`config.mk`:
```
export PLATFORM = sky130hd
export DESIGN_NAME = phy_tx_serial
export DESIGN_NICKNAME = d
export VERILOG_FILES = /design/src/rtl/phy_tx_serial_pkg.sv /design/src/rtl/phy_tx_serial_piso8.sv /design/src/rtl/phy_tx_serial.sv
export SDC_FILE = /design/constraint.sdc
export NUM_CORES = 1
export LEC_CHECK = 0
export ABC_CLOCK_PERIOD_IN_PS = 5000
export CORE_ASPECT_RATIO = 0.6
export CORE_MARGIN = 1.5
export CORE_UTILIZATION = 39
export CTS_CLUSTER_DIAMETER = 50
export DETAILED_ROUTE_END_ITERATION = 10
export GPL_ROUTABILITY_DRIVEN = 0
export PLACE_DENSITY = 0.64
export SYNTH_ARGS = -nofsm -noshare
export SYNTH_HDL_FRONTEND = slang
export SYNTH_SLANG_ARGS = --single-unit
```
`constraint.sdc`:
```
create_clock -name clk_32f -period 5 [get_ports clk_32f]
set_input_delay 1 -clock clk_32f [delete_from_list [all_inputs] [get_ports clk_32f]]
set_output_delay 1 -clock clk_32f [all_outputs]
set_load 0.01 [all_outputs]
```
`src/rtl/phy_tx_serial_pkg.sv`:
```
// Shared symbols for the serial transmit PHY: control bytes, FSM encoding and lane helpers.
// The receive PHY relies on the same COM/IDL values and state encoding.
package phy_tx_serial_pkg;

  localparam logic [7:0] PHY_COM = 8'hBC;
  localparam logic [7:0] PHY_IDL = 8'h7C;

  localparam int NUM_LANES = 4;

  typedef enum logic {
    SYNC = 1'b0,
    RUN  = 1'b1
  } tx_state_t;

  function automatic logic [NUM_LANES-1:0] lane_onehot(input logic [1:0] lane);
    logic [NUM_LANES-1:0] oh;
    oh = '0;
    oh[lane] = 1'b1;
    return oh;
  endfunction

endpackage

```
`src/rtl/phy_tx_serial_piso8.sv`:
```
// 8-bit parallel-in/serial-out register, MSB first, zero-filled on shift.
// Reset preloads COM so the line idles on a sync byte while reset is held.
module piso8
  import phy_tx_serial_pkg::*;
(
  input  logic       clk,
  input  logic       rst,
  input  logic       load,
  input  logic [7:0] din,
  output logic       q_msb,
  output logic [7:0] q
);

  logic [7:0] shreg;

  always_ff @(posedge clk or posedge rst) begin
    if (rst) begin
      shreg <= PHY_COM;
    end else if (load) begin
      shreg <= din;
    end else begin
      shreg <= {shreg[6:0], 1'b0};
    end
  end

  assign q   = shreg;
  assign q_msb = shreg[7];

endmodule

```
`src/rtl/phy_tx_serial.sv`:
```
// Serial transmit PHY: sends SYNC_COUNT COM bytes after reset, then round-robins four
// 8-bit lanes MSB first, substituting IDL for any lane that is not valid at its load cycle.
module phy_tx_serial
  import phy_tx_serial_pkg::*;
#(
  parameter int SYNC_COUNT = 4
) (
  input  logic       clk_32f,
  input  logic       default_values,
  input  logic [7:0] data_in0,
  input  logic [7:0] data_in1,
  input  logic [7:0] data_in2,
  input  logic [7:0] data_in3,
  input  logic       valid_in0,
  input  logic       valid_in1,
  input  logic       valid_in2,
  input  logic       valid_in3,
  output logic [3:0] lane_ack,
  output logic       data_out,
  output logic       active,
  output logic [7:0] byte_mon
);

  localparam logic [7:0] SYNC_LAST = 8'(SYNC_COUNT - 1);

  tx_state_t  state;
  logic [2:0] bit_cnt;
  logic [1:0] lane;
  logic [7:0] sync_cnt;

  logic [7:0] lane_data [NUM_LANES];
  logic [NUM_LANES-1:0] lane_valid;

  logic       load;
  logic       sync_last;
  logic       send_lane;
  logic [1:0] sel_lane;
  logic [7:0] next_byte;
  logic [3:0] ack_next;
  logic [7:0] shreg;

  assign lane_data[0] = data_in0;
  assign lane_data[1] = data_in1;
  assign lane_data[2] = data_in2;
  assign lane_data[3] = data_in3;
  assign lane_valid   = {valid_in3, valid_in2, valid_in1, valid_in0};

  assign load      = (bit_cnt == 3'd7);
  assign sync_last = (sync_cnt == SYNC_LAST);
  // The final sync load already carries lane 0, so the lane path opens one byte early.
  assign send_lane = (state == RUN) || sync_last;
  assign sel_lane  = (state == RUN) ? lane : 2'd0;

  always_comb begin
    next_byte = PHY_COM;
    ack_next  = '0;
    if (send_lane) begin
      if (lane_valid[sel_lane]) begin
        next_byte = lane_data[sel_lane];
        ack_next  = lane_onehot(sel_lane);
      end else begin
        next_byte = PHY_IDL;
      end
    end
  end

  always_ff @(posedge clk_32f or posedge default_values) begin
    if (default_values) begin
      state    <= SYNC;
      bit_cnt  <= 3'd0;
      lane     <= 2'd0;
      sync_cnt <= 8'd0;
      active   <= 1'b0;
      lane_ack <= 4'd0;
      byte_mon <= PHY_COM;
    end else begin
      bit_cnt  <= bit_cnt + 3'd1;
      lane_ack <= load ? ack_next : 4'd0;
      if (load) begin
        byte_mon <= next_byte;
        case (state)
          SYNC: begin
            if (sync_last) begin
              state  <= RUN;
              active <= 1'b1;
              lane   <= 2'd1;
            end else begin
              sync_cnt <= sync_cnt + 8'd1;
            end
          end
          RUN: begin
            lane <= lane + 2'd1;
          end
          default: begin
            state <= SYNC;
          end
        endcase
      end
    end
  end

  piso8 u_piso8 (
    .clk   (clk_32f),
    .rst   (default_values),
    .load  (load),
    .din   (next_byte),
    .q_msb (data_out),
    .q     (shreg)
  );

  logic unused_shreg;
  assign unused_shreg = ^shreg;

endmodule
```
==> flow_summary.yaml <==
global_route:
  grt_overflow_total: 0
  grtUsageTotal_pct: 19.2
  grt_pass1_wl_um: 6890
  grt_max_degree: 23
  grt_pass1_vias: 1474
  antenna_found_initial: 0
clocking:
  tritoncts: "yes"
  cts_max_path_bufs: 2
  cts_buffers: 5
  cts.root.buffer_cell: "clkbuf_8"
  post_cts_hold_buffer_count: 0
  h-tree-depth: 2
  insertion_delay_ns: 0.28
  clk_pin_slew_ns: 0.07
  post_cts_buffers: 0
  ctsResizeCount: 0
  cts_num_sinks: 35
power:
  totalPowerFinal_uw: 564
  worst_ir_drop_vdd_v: 0.000155
  reported_leakage_power_uw: 0.00102
  power_per_cell_area_nw_per_um2: 237
synth:
  synth_area_um2: 1750
  ys_seq_elements: 35
  synthDistinctLibCells: 43
  synthesis.nets: 200
  async_flop_share_pct: 100
  register_area_share_after_synthesis_pct: 50.8
  number_of_flops_mapped_to_enable_cells_by_yosys: 0
  synthFlopType: "dfrtp_1"
  syn-mean-instance-area_um2: 11.0
  synth.yosys.warnings: 0
  synthCells: 159
floorplan:
  fp.dieH_um: 54.9
  start_util_pct: 41.5
  chipWidth_um: 89.4
  fp.coreArea_um2: 4210
  ios: 52
  fp-row-count: 18
  design.die.area_um2: 4910
timing:
  fmaxAchievable_ghz: 0.406
  postLayoutSetupSlackWorst_ns: 2.54
  aggregate_negative_setup_slack_ns: 0
  hold_violations: 0
  final.setup_skew_ns: 0.00649
  finalMaxSlewViolations: 0
  slew-limit-headroom_pct: 46.3
  finalSetupViolCount: 0
  grt_setup_unrepaired: "false"
  timing.final.crit_period_ns: 2.46
  worst_pin_slew_ns: 0.799
  min_period_over_period_pct: 49.2
detailed_routing:
  met2_length_um: 1820
  post_detailed_route_wirelength_per_cell_um: 15.6
  routed_via_density: 5.32
  drc_violations_left: 0
  met3_wirelength_from_detailed_routing_um: 189
  first_iter_violations: 80
  firstDrtPassIters: 4
  dr.max_layer_used: "met4"
  totalWireLength_um: 4190
  num_vias: 1431
  drtAntennaViolNets: 0
  wirelength_met1_um: 2140
cells_and_area:
  area.growth.synth_to_final_pct: 36.4
  layout.nets: 249
  drive_gt1_share_pct: 14.8
  n_antenna_cell: 0
  fillers: 370
  final_cell_count_no_fill: 269
critical_path:
  slowest_stage: "or4_1"
  worst_r2r_path_depth: 5
  largest_fanout_on_the_critical_path: 7
  regToRegStartpoint: "bit_cnt[0]$_DFF_PP0_"
  data_required_time_at_the_worst_endpoint_ns: 5.20
  critPathLaunchType: "primary input"
  timing.critical_path.to_type: "flop"
  cp_slowest_stage_delay_ns: 0.71
  timing.reg2reg.setup_slack_ns: 2.68
  worstPathCellList: "clkdlybuf4s50_1 > or2_2 > a21oi_1 > or4_1 > o2bb2ai_1"
  critPathArrivalTime_ns: 2.66
  timing_worst_setup_path_type: "primary input to flop"
  reg2reg_to: "u_piso8.q[1]$_DFF_PP0_"
  worstPathBufferInverterCount: 1
  kind_of_cell_with_the_highest_combined_delay_on_the_critical_path: "simple AND/OR/NAND/NOR gates"
outcome:
  outcome: "finished, final reports clean"
worst_hold_path:
  hold_path_startpoint: "bit_cnt[0]$_DFF_PP0_"
  min_delay_path_depth: 1
  hold_path_end: "bit_cnt[0]$_DFF_PP0_"
  hold_path.class: "flop to flop"
placed_design:
  pre_cts_slack_ns: 2.28
  dpl.hpwl_um: 3130
  placedCellCount: 261
  io_buffers: 51
flow_run:
  max_cap_viol_count: 0
[metal layers]
| layer | vias up | global-route usage [%] |
|---|---|---|
| li1 | 681 | - |
| met1 | 708 | 26.5 |
| met2 | 36 | 28.8 |
| met3 | 6 | 5.58 |
| met4 | 0 | 7.44 |
| met5 | - | 0 |
[stage by stage]
step	hold WS, ns	utilization, %	instance area (um^2)
after floorplan	0.401	-	1750
after global placement	0.411	54.5	2290
after detailed placement	0.420	54.5	2290
after CTS	0.433	56.6	2380
after global routing	0.462	56.6	2380
final	0.430	56.6	2380
[power breakdown]
group	total, uW	switching (uW)	internal (uW)
clock network	206	95.5	111
logic	62.2	21.5	40.7
registers	296	3.15	293
[final cells by class]
| type | count | area (um^2) | area share [%] |
|---|---|---|---|
| inverter | 5 | 18.8 | 0.787 |
| sequential | 35 | 888 | 37.3 |
| timing repair buffer | 52 | 518 | 21.7 |
| clock inverter | 1 | 5.00 | 0.210 |
| clock buffer | 7 | 86.3 | 3.62 |
| tap | 60 | 75.1 | 3.15 |
| multi-input combinational | 109 | 793 | 33.3 |
[how the worst max path moves through the flow]
stage,from,to,slack (ns),cells past startpoint
final,valid_in0,u_piso8.q[1]$_DFF_PP0_,2.54,5
after global routing,valid_in2,byte_mon[5]$_DFFE_PP1P_,2.42,5
after CTS,valid_in0,u_piso8.q[1]$_DFF_PP0_,2.55,5
after detailed placement,valid_in0,u_piso8.q[1]$_DFF_PP0_,2.28,5
after global placement,valid_in0,u_piso8.q[1]$_DFF_PP0_,2.31,5
after floorplan,valid_in2,lane_ack[2]$_DFF_PP0_,2.98,5
[synth_stat cells, types with 5 or more instances]
| cell | number | area share (%) |
|---|---|---|
| o21ai_0 | 7 | 2.0 |
| dfstp_2 | 10 | 15 |
| o221ai_1 | 5 | 2.5 |
| o22a_1 | 5 | 2.5 |
| clkbuf_1 | 7 | 1.5 |
| mux2i_1 | 7 | 4.0 |
| nor2_1 | 9 | 1.9 |
| a21oi_1 | 12 | 3.4 |
| inv_1 | 5 | 1.1 |
| xnor2_1 | 6 | 3.0 |
| dfrtp_1 | 25 | 36 |
| nand2_1 | 10 | 2.1 |
[state kept, by name (all words and copies together), names as in the netlist]
register   cells
bit_cnt        3
lane           2
active         1
sync_cnt       8
lane_ack       4
state          1
byte_mon       8
u_piso8.q      8
[cells by family (layout without fill, tap and decap cells)]
group / Yosys count / count (layout) / share of synthesized area, %
simple gates: 46 / 46 / 16.3
flops: 35 / 35 / 50.8
compound gates: 44 / 44 / 18.1
fa+ha+maj: 3 / 3 / 2.15
buf+inv: 15 / 65 / 3.79
xor+xnor: 7 / 7 / 3.51
mux: 9 / 9 / 5.30
[placed cells by master, fill, tap and decap left out, types with 6 or more instances in the layout]
cell type        netlist  final
clkbuf_8               0      6
nor2_1                 9      9
o21ai_0                7      7
a21oi_1               12     12
dfrtp_1               25     25
dfstp_2               10     10
clkdlybuf4s50_1        0     51
mux2i_1                7      7
nand2_1               10     10
xnor2_1                6      6
Power figures use the tool's default switching activity.
==> patch 1 (same flow settings) <==
One comparison of `sync_cnt` changes from == to >=.
--- a/src/rtl/phy_tx_serial.sv
+++ b/src/rtl/phy_tx_serial.sv
@@ -48,3 +48,3 @@
   assign load      = (bit_cnt == 3'd7);
-  assign sync_last = (sync_cnt == SYNC_LAST);
+  assign sync_last = (sync_cnt >= SYNC_LAST);
   // The final sync load already carries lane 0, so the lane path opens one byte early.
Check against the original RTL: same outputs for any inputs over 10 cycles, from zero or initial values; that may be too few to reach the edited logic, so the function may still have changed.
==> patch 1 against the original RTL <==
Clock power increased by 27%. Via count decreased by 9.2%. Critical path type is now reg -> reg. Design area decreased by 3.6%. Area after synthesis decreased by 5.4%. Setup slack got worse by 220 ps. Power increased by 9.6%. Critical path depth increased by 1. Die area decreased by 5.1%. Wire length decreased by 6.0%. Sequential share of layout area increased by 1.4 points. Cell count decreased by 3.7%. Register-to-register slack got worse by 360 ps. Sequential cell count unchanged.
==> patch 1: results (changes against the original RTL) <==
- Critical Path Fanout Max: 22 (was 7)
- Synth top cells by count: dfrtp_1, o22ai_1, inv_1 (was dfrtp_1, a21oi_1, dfstp_2, nand2_1, nor2_1)
- DR iter-0 viols: 123 (was 80)
- Comb power: 62.7 uW (was 62.2 uW)
- Filler cell count: 366 (was 370)
- Worst hold start: sync_cnt[5] (was bit_cnt[0])
- Pin count of the biggest net entering global routing: 36 (was 23)
- Largest stage delay, worst path: 690 ps (was 710 ps)
- Worst path slowest cell: ha_1 (was or4_1)
- CTS Buf Count: 5 (unchanged)
- Pwr top: registers (unchanged)
- Logic pwr share: 10.1% (was 11.0%)
- Sw Pwr: 124 uW (was 120 uW)
- Status: finished clean (unchanged)
- Initial antenna violation count: 0 (unchanged)
- Routed WL per cell: 15.2 um (was 15.6 um)
- Vias per cell: 5.02 (was 5.32)
- Pleak: 0.00102 uW (about the same)
- Post-synth net total: 194 (was 200)
- Vias in the first global route: 1302 (was 1474)
- Hold Crit Class: reg -> reg (unchanged)
- I/O Buffers: 51 (unchanged)
- First-pass GRT wire length: 6360 um (was 6890 um)
- Synth cell types: 38 (was 43)
- Clock power share: 42.2% (was 36.6%)
- Worst Path Class, Setup: reg -> reg (was in -> reg)
- Cell family with most CP delay: compound AO/OA/AOI/OAI gates (was simple AND/OR/NAND/NOR gates)
- Ratio of cells with drive above 1 in the final layout: 16.6% (was 14.8%)
- Critical Path AT: 2860 ps (was 2660 ps)
- Slew Limit Headroom: 44.7% (was 46.3%)
- Peak VDD IR: 0.155 mV (about the same)
- Pre-CTS setup slack: 2220 ps (was 2280 ps)
- Clk_skew: 4.13 ps (was 6.49 ps)
- Detail Placement HPWL: 2960 um (was 3130 um)
- Main area contributors after synthesis: dfrtp_1, dfstp_2, o22ai_1, mux2_2, o2bb2ai_1 (was dfrtp_1, dfstp_2, mux2i_1, a21oi_1, xnor2_1)
- Sequential-to-total area share from yosys stat: 53.7% (was 50.8%)
## patch 1: changes by cell type after synthesis, moves of 5 or more
cell and change:
inv_1 +7, mux2_2 +5, o21ai_0 -6, o22a_1 -5
o22ai_1 +13, xnor2_1 -5
## patch 1: cell type report
type,instances,area [sq um],share of cell area [%]
Clock buffer,6,82.6,3.59
Clock inverter,2,35.0,1.52
Multi-Input combinational cell,92,654,28.5
Timing Repair Buffer,52,518,22.5
Inverter,12,45.0,1.96
Tap cell,60,75.1,3.27
Sequential cell,35,888,38.7
## patch 1: stage by stage
stage,std cells,utilization [%],instance area (sq um)
after floorplan,153,-,1650
after CTS,259,56.1,2300
after detailed placement,251,53.2,2180
final,259,56.1,2300
after global placement,251,53.2,2180
after global routing,259,56.1,2300
## patch 1: worst paths after layout
check                                to  slack (ps)  cells after the start
setup / recovery            byte_mon[4]        2320                      6
max in group asynchronous  u_piso8.q[4]        3560                      3
setup reg to reg            byte_mon[4]        2320                      6
hold reg to reg             sync_cnt[5]         380                      0
min in group asynchronous    bit_cnt[0]        1110                      3
hold / removal              sync_cnt[5]         380                      0
## patch 1: cell families (layout without fill, tap and decap cells)
kind of cell / Yosys count / after routing / share of synthesized area [%]
AOI/OAI and AO/OA: 43 / 43 / 19.7
DFF: 35 / 35 / 53.7
and+or+nand+nor: 35 / 35 / 10.5
buffers and inverters: 26 / 72 / 6.73
muxes: 10 / 10 / 6.58
adders and majority gates: 3 / 3 / 2.27
xor gates and xnor gates: 1 / 1 / 0.530
## patch 1: layer usage
| metal | vias to the layer above | part of all wire, % | global-route usage (%) |
|---|---|---|---|
| met5 | - | 0 | 0 |
| met4 | 0 | 0.30 | 6.45 |
| met3 | 2 | 4.2 | 4.99 |
| met2 | 27 | 44 | 28.6 |
| met1 | 636 | 51 | 26.6 |
| li1 | 634 | - | - |
